===== src/rtl/conv_unit_loader.sv =====
// Load-side sequencer for the conv-unit array: turns load commands plus a DDR word
// stream into parameter writes, buffer clears and broadcast feature/weight writes.
module conv_unit_loader #(
  parameter int N_CONV_UNIT = 8,
  parameter int DATA_WIDTH  = 64,
  parameter int B_PARA      = 64,
  parameter int B_LEN       = 20
) (
  input  logic                   clk,
  input  logic                   rst,
  input  logic                   cmd_valid,
  output logic                   cmd_ready,
  input  logic [1:0]             cmd_op,
  input  logic [N_CONV_UNIT-1:0] cmd_mask,
  input  logic [B_LEN-1:0]       cmd_len,
  input  logic                   cmd_clr,
  input  logic [B_PARA-1:0]      cmd_para,
  input  logic [DATA_WIDTH-1:0]  s_tdata,
  input  logic                   s_tvalid,
  output logic                   s_tready,
  input  logic                   halt,
  input  logic [N_CONV_UNIT-1:0] fb_full,
  input  logic [N_CONV_UNIT-1:0] wb_full,
  output logic [B_PARA-1:0]      para,
  output logic [N_CONV_UNIT-1:0] para_we,
  output logic [N_CONV_UNIT-1:0] fb_clr,
  output logic [N_CONV_UNIT-1:0] wb_clr,
  output logic [N_CONV_UNIT-1:0] fb_we,
  output logic [N_CONV_UNIT-1:0] wb_we,
  output logic [DATA_WIDTH-1:0]  di,
  output logic                   busy,
  output logic                   done,
  output logic [B_LEN-1:0]       words_sent
);

  typedef enum logic [2:0] {S_IDLE, S_PARA, S_CLR, S_STREAM, S_DONE} state_t;
  localparam logic [1:0] OP_PARA = 2'd0;
  localparam logic [1:0] OP_FTM  = 2'd1;
  localparam logic [1:0] OP_WEI  = 2'd2;

  state_t                 state_q, state_d;
  logic [1:0]             op_q, op_d;
  logic [N_CONV_UNIT-1:0] mask_q, mask_d;
  logic [B_LEN-1:0]       len_q, len_d;
  logic [B_LEN-1:0]       words_q, words_d;
  logic [B_PARA-1:0]      para_q, para_d;
  logic [DATA_WIDTH-1:0]  di_q, di_d;
  logic [N_CONV_UNIT-1:0] para_we_q, para_we_d;
  logic [N_CONV_UNIT-1:0] fb_clr_q, fb_clr_d, wb_clr_q, wb_clr_d;
  logic [N_CONV_UNIT-1:0] fb_we_q, fb_we_d, wb_we_q, wb_we_d;
  logic                   cmd_ready_q, cmd_ready_d;
  logic                   busy_q, busy_d;
  logic                   done_q, done_d;
  logic [N_CONV_UNIT-1:0] sel_full;
  logic                   tready;
  logic                   accept;
  logic [B_LEN-1:0]       words_inc;

  // Full is raised one word early by the units, so gating here covers the in-flight write.
  assign sel_full  = (op_q == OP_WEI) ? wb_full : fb_full;
  assign tready    = (state_q == S_STREAM) && !halt && !(|(sel_full & mask_q));
  assign accept    = s_tvalid && tready;
  assign words_inc = words_q + B_LEN'(1);

  always_comb begin
    state_d   = state_q;
    op_d      = op_q;
    mask_d    = mask_q;
    len_d     = len_q;
    words_d   = words_q;
    para_d    = para_q;
    di_d      = di_q;
    para_we_d = '0;
    fb_clr_d  = '0;
    wb_clr_d  = '0;
    fb_we_d   = '0;
    wb_we_d   = '0;
    case (state_q)
      S_IDLE: if (cmd_valid) begin
        op_d    = cmd_op;
        mask_d  = cmd_mask;
        len_d   = cmd_len;
        words_d = '0;
        case (cmd_op)
          OP_PARA: begin
            state_d   = S_PARA;
            para_d    = cmd_para;
            para_we_d = cmd_mask;
          end
          OP_FTM, OP_WEI: begin
            if (cmd_clr) begin
              state_d = S_CLR;
              if (cmd_op == OP_FTM) fb_clr_d = cmd_mask;
              else                  wb_clr_d = cmd_mask;
            end else if (cmd_len != '0) begin
              state_d = S_STREAM;
            end else begin
              state_d = S_DONE;
            end
          end
          default: state_d = S_DONE;
        endcase
      end
      S_PARA: state_d = S_DONE;
      S_CLR:  state_d = (len_q != '0) ? S_STREAM : S_DONE;
      S_STREAM: if (accept) begin
        words_d = words_inc;
        di_d    = s_tdata;
        if (op_q == OP_FTM) fb_we_d = mask_q;
        else                wb_we_d = mask_q;
        if (words_inc == len_q) state_d = S_DONE;
      end
      S_DONE:  state_d = S_IDLE;
      default: state_d = S_IDLE;
    endcase
    // Abort: accept is already blocked by the tready gate, so only clr/para strobes need killing.
    if (halt && state_q != S_IDLE) begin
      state_d   = S_IDLE;
      para_we_d = '0;
      fb_clr_d  = '0;
      wb_clr_d  = '0;
      fb_we_d   = '0;
      wb_we_d   = '0;
    end
    cmd_ready_d = (state_d == S_IDLE);
    busy_d      = (state_d != S_IDLE);
    done_d      = (state_d == S_DONE);
  end

  always_ff @(posedge clk or posedge rst) begin
    if (rst) begin
      state_q     <= S_IDLE;
      op_q        <= '0;
      mask_q      <= '0;
      len_q       <= '0;
      words_q     <= '0;
      para_q      <= '0;
      di_q        <= '0;
      para_we_q   <= '0;
      fb_clr_q    <= '0;
      wb_clr_q    <= '0;
      fb_we_q     <= '0;
      wb_we_q     <= '0;
      cmd_ready_q <= 1'b1;
      busy_q      <= 1'b0;
      done_q      <= 1'b0;
    end else begin
      state_q     <= state_d;
      op_q        <= op_d;
      mask_q      <= mask_d;
      len_q       <= len_d;
      words_q     <= words_d;
      para_q      <= para_d;
      di_q        <= di_d;
      para_we_q   <= para_we_d;
      fb_clr_q    <= fb_clr_d;
      wb_clr_q    <= wb_clr_d;
      fb_we_q     <= fb_we_d;
      wb_we_q     <= wb_we_d;
      cmd_ready_q <= cmd_ready_d;
      busy_q      <= busy_d;
      done_q      <= done_d;
    end
  end

  assign cmd_ready  = cmd_ready_q;
  assign s_tready   = tready;
  assign para       = para_q;
  assign para_we    = para_we_q;
  assign fb_clr     = fb_clr_q;
  assign wb_clr     = wb_clr_q;
  assign fb_we      = fb_we_q;
  assign wb_we      = wb_we_q;
  assign di         = di_q;
  assign busy       = busy_q;
  assign done       = done_q;
  assign words_sent = words_q;

endmodule


===== config.mk =====
export PLATFORM = sky130hd
export DESIGN_NAME = conv_unit_loader
export DESIGN_NICKNAME = d
export VERILOG_FILES = /design/src/rtl/conv_unit_loader.sv
export SDC_FILE = /design/constraint.sdc
export NUM_CORES = 1
export LEC_CHECK = 0
export ABC_CLOCK_PERIOD_IN_PS = 19200
export CAP_MARGIN = 25
export CORE_AREA = 2 2 137 206
export DETAILED_ROUTE_END_ITERATION = 12
export DIE_AREA = 0 0 139 208
export GPL_TIMING_DRIVEN = 1
export MAX_ROUTING_LAYER = met4
export PLACE_DENSITY = 0.69
export SYNTH_ARGS = -nofsm -noshare
export SYNTH_HDL_FRONTEND = slang
export SYNTH_SLANG_ARGS = --single-unit

===== constraint.sdc =====
create_clock -name clk -period 19.2 [get_ports clk]
set_input_delay 3.84 -clock clk [delete_from_list [all_inputs] [get_ports clk]]
set_output_delay 3.84 -clock clk [all_outputs]
set_load 0.005 [all_outputs]

Word level (Yosys, flattened, before mapping):

Cells that the tools add are included.

* bitwise gates (word level): 1
* muxes and demuxes: 37
* reductions and logical operators: 20
* equality and inequality tests: 11
* add/subtract/negate cells: 1

Operator list (count)
* $mux 8: 25
* $mux 20: 2
* $pmux 20 s2: 1
* $reduce_bool 20->1: 2
* $mux 3: 7
* $add 20x1->20 const B: 1
* $eq 20x20->1: 1
* $pmux 3 s4: 1
* $and 8x8->8: 1
* $reduce_or 8->1: 1
* $eq 3x2->1 const B: 2
* $logic_not 3->1: 2
* $pmux 3 s2: 1
* $reduce_and 3->1: 2
* $reduce_bool 3->1: 2
* $eq 2x1->1 const B: 2
* $eq 2x2->1 const B: 2
* $logic_and 1x1->1: 4
* $ne 2x2->1 const B: 2
* $reduce_and 2->1: 2
* $eq 3x1->1 const B: 1
* $eq 3x3->1 const B: 1
* $logic_not 1->1: 2
* $logic_not 2->1: 1
* other kinds (2): 2

* input port bits: 180
* output and inout bits: 192
* word-level logic and storage cells: 85
* bits in registers: 224

Longest topological paths before layout:

Gate-level depths: netlist of the first run.

* depth after elaboration: 11
* depth in mapped cells: 10
* gate-level depth less buffers: 8

Worst setup path before layout of the first run:

OpenSTA, ideal clock, no wires.

* path kind: input port to output port
* start: in halt
* end: out s_tready
* arrival time: 4.645 ns
* stages on the path: 4
* required time: 15.360 ns
* slack: 10.715 ns
* cell sequence: nor4bb_1 > o211ai_1 > a211oi_1 > and3_1

* word-level cells in the longest chain between the ends: 3

RTL lines
* start: declaration: line 21 `input logic halt,`
* $logic_not 1->1: line 61 `assign tready = (state_q == S_STREAM) && !halt && !(|(sel_full & mask_q));`
* $logic_and 1x1->1 (2 in a row): line 61
* end: declaration: line 20 `output logic s_tready,`

Every way passes these cells.

Worst setup path in the final report of the first run:

Same ends and word-level chain as after synthesis.

==> summary.md, run 1 <==
| Metric | Value |
|---|---|
| Status | `complete, no violations` |
| Critical path class | `in -> out` |
| Unrepaired setup endpoints after global routing | `no` |
| Primary FF master, synth | `dfrtp_1` |
| CP max stage delay | `slightly above 500 ps` |
| Tcrit/Tclk final | `approximately half` |
| Syn avg cell area | `approximately 10 um^2` |
| Via/cell ratio | `roughly 4.8` |
| Syn nets | `between 1000 and 1500` |
| Die Width | `approximately 140 um` |
| Leakage power | `~6.5 nW` |
| Placer congestion estimate | `roughly 0.86` |
| Max Cap Viol | `0` |
| WL final | `between 20 and 30 mm` |
| Yosys top cell by area | `dfrtp_1` |
| Finish-stage setup viols | `0` |
| Largest delay contributor family on the critical path | `buffers and inverters` |
| CP Cell Sequence | `clkdlybuf4s50_1, nor4bb_1, o211ai_1, a211oi_1, and3_1, clkdlybuf4s50_1` |
| Power per Cell Area | `about 120 mW/mm^2` |
| Hold_buf cts | `0` |
| Max Buffers Root-to-Sink | `3` |
| Worst Tran Pin Value | `between 1000 and 1500 ps` |
| Clock Latency Late Sink | `around 520 ps` |
| Initial antenna violation count | `4` |
| Setup TNS Final | `0 ps` |
| Fin util | `about 53%` |
| Tmin final | `between 9000 and 10000 ps` |
| Core area | `approximately 0.027 mm^2` |
| Final #Nets | `~1500` |
| Worst vdd ir | `0.0000773 V` |
| Number of port buffers | `approximately 370` |
| Fraction of layout instances using a drive strength above 1 | `9.52%` |
| Commonest non-fill, non-tap cell in the layout | `clkdlybuf4s50_1` |
| CP endpoint kind | `primary output` |
| Filler instances | `2437` |
| F_max | `105 MHz` |
| Most frequent cells in the layout | `371 x clkdlybuf4s50_1, 300 x nand2_1, 223 x dfrtp_1, 65 x mux2_2, 49 x nor2_1` |
| Cells after Synth | `903` |
| Num CTS Buffers | `23` |
| Pins Over Slew Limit | `0` |
| CTS tree | `yes` |
| WL/cell | `17.5 um` |
| Die span in y | `between 200 and 250 um` |
| Die area | `approximately 0.029 mm^2` |
| Area of the mapped netlist | `~0.0093 mm^2` |
| Starting DRC count in detailed routing | `between 300 and 400` |
| Ranking of synthesized cells by area | `dfrtp_1 60%, nand2_1 12%, mux2_2 7.8%` |
| Crit start category | `primary input` |
| Arr. time, crit path | `5700 ps` |
| Global Route Usage Sum | `between 10% and 20%` |
| Synth Register Bits | `about 220` |
| Hold Path Class | `reg -> reg` |
| Initial core utilization | `roughly a third` |
| GRT Residual Overflow | `0` |
| First-pass GRT wire length | `between 40 and 50 mm` |
| Post-synth top area share | `between 50% and 60%` |
| First drt pass iteration count | `4` |
| Post-CTS sizing | `0` |
| Final Hold Fails | `0` |
| Slowest cell on crit path | `clkdlybuf4s50_1` |
| Setup Skew | `roughly 21 ps` |
| Rel. slew slack | `approximately a third` |
| CP bufs+invs | `2` |
| Layout Area Growth over Synthesis | `52.2%` |
| Post-CTS repair timing setup buffer count | `0` |
| Synthesis warning total | `0` |
| Worst path required time | `15360 ps` |
| # DRC | `0` |
| Num rows | `74` |
| Vias | `7819` |
| Htree depth | `1` |
| Top Ports | `roughly 370` |
| Root buf cell | `clkbuf_16` |
| Sink Count | `between 200 and 250` |
| CP most frequent cell | `clkdlybuf4s50_1` |
| CP max FO | `2` |
| Clock-pin slew on the worst setup and hold paths | `around 60 ps` |
| Number of synthesized flops with an enable pin | `0` |
| Post-route ant nets | `0` |
| Seq/Total Area, Yosys | `60.0%` |
| Ys async rst share | `100%` |
| Yosys cell types | `59` |
| Largest net degree at the start of global routing | `150` |
| HPWL after detailed placement | `between 20 and 25 mm` |
| Vias in the first global route | `a little under 8000` |
-- synthesized netlist by cell type, types with 9 or more instances --
library cell  count
nand2_1         301
dfrtp_1         223
mux2_2           65
nor2_1           49
clkbuf_1         37
o21ai_0          36
and2_1           21
xor2_1           14
nand3_1          13
inv_1            12
xnor2_1          12
and3_1           11
nor4_1           10
nand4_1           9
-- layer usage --
| metal | GRT usage (%) | share of wire, % | wire length [um] | up-vias |
|---|---|---|---|---|
| met5 | - | 0 | 0 | - |
| li1 | - | - | - | 3721 |
| met4 | 7.84 | 3.7 | 1040 | 0 |
| met3 | 3.77 | 6.2 | 1760 | 60 |
| met1 | 23.2 | 38 | 10800 | 3747 |
| met2 | 33.9 | 52 | 14800 | 291 |
-- worst paths after layout --
kind | start | endpoint | slack [ps] | cells after the start
hold / removal | di[53] | di[53] | 470 | 2
hold reg to reg | di[53] | di[53] | 470 | 2
min in group asynchronous | rst | para[11] | 3690 | 2
setup / recovery | halt | s_tready | 9660 | 6
max in group asynchronous | rst | di[15] | 14170 | 5
setup reg to reg | op_q[0] | words_sent[19] | 15500 | 9
-- registers in the layout (all words and copies together), names as in the netlist --
name	flops
len_q	20
op_q	2
done	1
wb_we	8
mask_q	8
busy	1
cmd_ready	1
fb_we	8
state_q	3
para_we	8
fb_clr	8
words_sent	20
para	64
di	64
wb_clr	8
-- stage by stage --
step	instances	hold slack (ps)	cell area (um^2)	power [mW]	setup WS, ps
final	1627	471	14200	1.75	9660
after global placement	1579	457	13400	1.30	9710
after CTS	1620	476	14100	1.77	9640
after global routing	1627	497	14200	1.86	9530
after floorplan	903	468	9350	0.954	9230
after detailed placement	1580	461	13400	1.32	9640
-- worst reg2reg max path: cells and delay by family (launching register included) --
family	cells	cell delay, ps
AND/OR/NAND/NOR	3	1190
multiplexers	1	380
flip-flops	1	430
buffers and inverters	2	890
AO/OA/AOI/OAI	3	680
-- logic make-up after synthesis --
kind of cell,share of synthesized area [%]
AOI/OAI and AO/OA,5.90
xor gates and xnor gates,2.44
adders and majority gates,0.642
buffers and inverters,2.22
DFF,60.0
muxes,8.31
and+or+nand+nor,20.5
-- area by class of cell --
class | instances | area (um^2) | area share, %
multi-input cells | 625 | 3550 | 24.9
diodes | 4 | 10.0 | 0.0704
clock inverters | 10 | 85.1 | 0.598
flip-flops and latches | 224 | 5610 | 39.4
inverters | 12 | 52.6 | 0.369
repair buffers | 380 | 3840 | 27.0
well taps | 342 | 428 | 3.01
clock buffers | 30 | 652 | 4.58
-- power breakdown --
group | switching, mW | total (mW) | internal [mW]
Clock | 0.188 | 0.441 | 0.253
Combinational | 0.222 | 0.585 | 0.363
Sequential | 0.103 | 0.728 | 0.625
Total | 0.512 | 1.75 | 1.24
Note: power is estimated with default switching activity, not from simulation.
==> run 2: changes to the inputs <==
--- a/config.mk
+++ b/config.mk
@@ -5,7 +5,7 @@
 export SDC_FILE = /design/constraint.sdc
 export NUM_CORES = 1
 export LEC_CHECK = 0
-export ABC_CLOCK_PERIOD_IN_PS = 19200
+export ABC_CLOCK_PERIOD_IN_PS = 9100
 export CAP_MARGIN = 25
 export CORE_AREA = 2 2 137 206
 export DETAILED_ROUTE_END_ITERATION = 12
==> constraint.sdc (replaced) <==
create_clock -name clk -period 9.1 [get_ports clk]
set_input_delay 1.82 -clock clk [delete_from_list [all_inputs] [get_ports clk]]
set_output_delay 1.82 -clock clk [all_outputs]
set_load 0.005 [all_outputs]
==> run 2 against run 1 <==
Total power grew 110%. Via count up 0.41%. Worst hold slack worse by 0.81 ps. Non-clock buffer count fell by 1. Largest cell class unchanged. Die area unchanged. Final area shrank 0.25%. Clock skew is 6.7 ps lower. Flip-flop and latch count unchanged. Critical path depth unchanged. Global-route usage fell by 0.59 points. Clock power up 120%. Cell count is 0.31% lower.
==> summary.md, run 2 (synthesis gave the netlist of run 1 again) <==
| Metric | Value |
|---|---|
| WHS | `approximately 470 ps` |
| Status | `complete, no violations` |
| WL/cell | `between 15 and 20 um` |
| CTS tree | `yes` |
| Unrepaired setup endpoints after global routing | `no` |
| Clock Latency Late Sink | `slightly above 500 ps` |
| Post-CTS sizing | `0` |
| Placed Instance Area | `between 0.01 and 0.015 mm^2` |
| Critical path class | `in -> out` |
| Worst Tran Pin Value | `roughly 1000 ps` |
| Via/cell ratio | `between 4 and 5` |
| Total power | `approximately 3.7 mW` |
| Placer congestion estimate | `roughly 0.87` |
| Vias | `a little under 8000` |
| Hold Path Class | `reg -> reg` |
| Fin util | `between 50% and 60%` |
| Filler instances | `roughly 2400` |
| Root buf cell | `clkbuf_16` |
| Rel. slew slack | `between 30% and 40%` |
| F_max | `180 MHz` |
| Die span in y | `between 200 and 250 um` |
| Global Route Usage Sum | `between 15 and 20%` |
| First drt pass iteration count | `5` |
| Leakage power | `about 6.5 nW` |
| Clock-pin slew on the worst setup and hold paths | `60 ps` |
| Fraction of layout instances using a drive strength above 1 | `a little under a tenth` |
| Core area | `roughly 0.027 mm^2` |
| Htree depth | `1` |
| Layout Area Growth over Synthesis | `51.8%` |
| Power per Cell Area | `263 mW/mm^2` |
| Num rows | `between 70 and 80` |
| Top Ports | `approximately 370` |
| Starting DRC count in detailed routing | `349` |
| Setup TNS Final | `0 ps` |
| HPWL after detailed placement | `20.3 mm` |
| Tmin final | `5560 ps` |
| Number of port buffers | `~370` |
| Setup Skew | `14.6 ps` |
| Worst path required time | `7280 ps` |
| Num CTS Buffers | `23` |
| Crit start category | `primary input` |
| Commonest non-fill, non-tap cell in the layout | `clkdlybuf4s50_1` |
| Initial antenna violation count | `1` |
| CP max FO | `2` |
| Post-route ant nets | `0` |
| Tcrit/Tclk final | `just over 60%` |
| Finish-stage setup viols | `0` |
| Largest net degree at the start of global routing | `90` |
| Vias in the first global route | `around 7900` |
| Pins Over Slew Limit | `0` |
| Hold_buf cts | `0` |
| Sink Count | `224` |
| Max Buffers Root-to-Sink | `3` |
| Final #Nets | `1449` |
| First-pass GRT wire length | `approximately 44 mm` |
| Arr. time, crit path | `approximately 3700 ps` |
| WL final | `28.0 mm` |
| Most frequent cells in the layout | `371 x clkdlybuf4s50_1, 300 x nand2_1, 223 x dfrtp_1, 65 x mux2_2, 49 x nor2_1` |
| Worst vdd ir | `~0.00017 V` |
| CP endpoint kind | `primary output` |
| GRT Residual Overflow | `0` |
| Final Hold Fails | `0` |
| Die area | `between 0.02 and 0.03 mm^2` |
| Die Width | `~140 um` |
| Post-layout instance area | `roughly 0.014 mm^2` |
| Initial core utilization | `between 30% and 40%` |
| # DRC | `0` |
| Post-CTS repair timing setup buffer count | `0` |
| Max Cap Viol | `0` |
==> run 2: power breakdown <==
part           internal (mW)  switching (mW)  total, mW  leakage (nW)
clock network          0.594           0.381      0.975         0.377
registers               1.32           0.219       1.54          2.93
logic                  0.759           0.463       1.22          3.15
==> run 2: worst paths after layout <==
kind                       slack, ps            end    start  depth (start not counted)
min reg2reg                      470         di[26]   di[26]                          2
min                              470         di[26]   di[26]                          2
max                             3540       s_tready     halt                          6
max reg2reg                     5470  words_sent[5]  op_q[0]                          9
max in group asynchronous       5970        para[8]      rst                          3
min in group asynchronous       1800       para[62]      rst                          2
==> run 2: metrics by stage <==
step	cells	setup WS (ps)
2_1_floorplan	903	1150
3_3_place_gp	1580	3620
3_5_place_dp	1581	3530
4_1_cts	1620	3520
5_1_grt	1622	3370
6_report	1622	3540
==> run 2: critical path, stage by stage <==
cell and delay, ps:
clkdlybuf4s50_1 420, nor4bb_1 290, o211ai_1 210, a211oi_1 300, and3_1 190, clkdlybuf4s50_1 510
==> run 2: layout make-up <==
class | instances | area [um^2] | share of cell area, %
sequential | 224 | 5610 | 39.5
timing repair buffer | 379 | 3780 | 26.6
multi-input combinational | 625 | 3550 | 25.0
clock buffer | 30 | 622 | 4.38
tap | 342 | 428 | 3.02
clock inverter | 9 | 151 | 1.07
inverter | 12 | 52.6 | 0.370
antenna | 1 | 2.50 | 0.0176
==> run 2: per-layer routing <==
layer / global-route usage, % / routed length [um]
met1: 21.6 / 10700
met2: 33.9 / 14500
met3: 3.80 / 1820
met4: 7.42 / 971
met5: - / 0
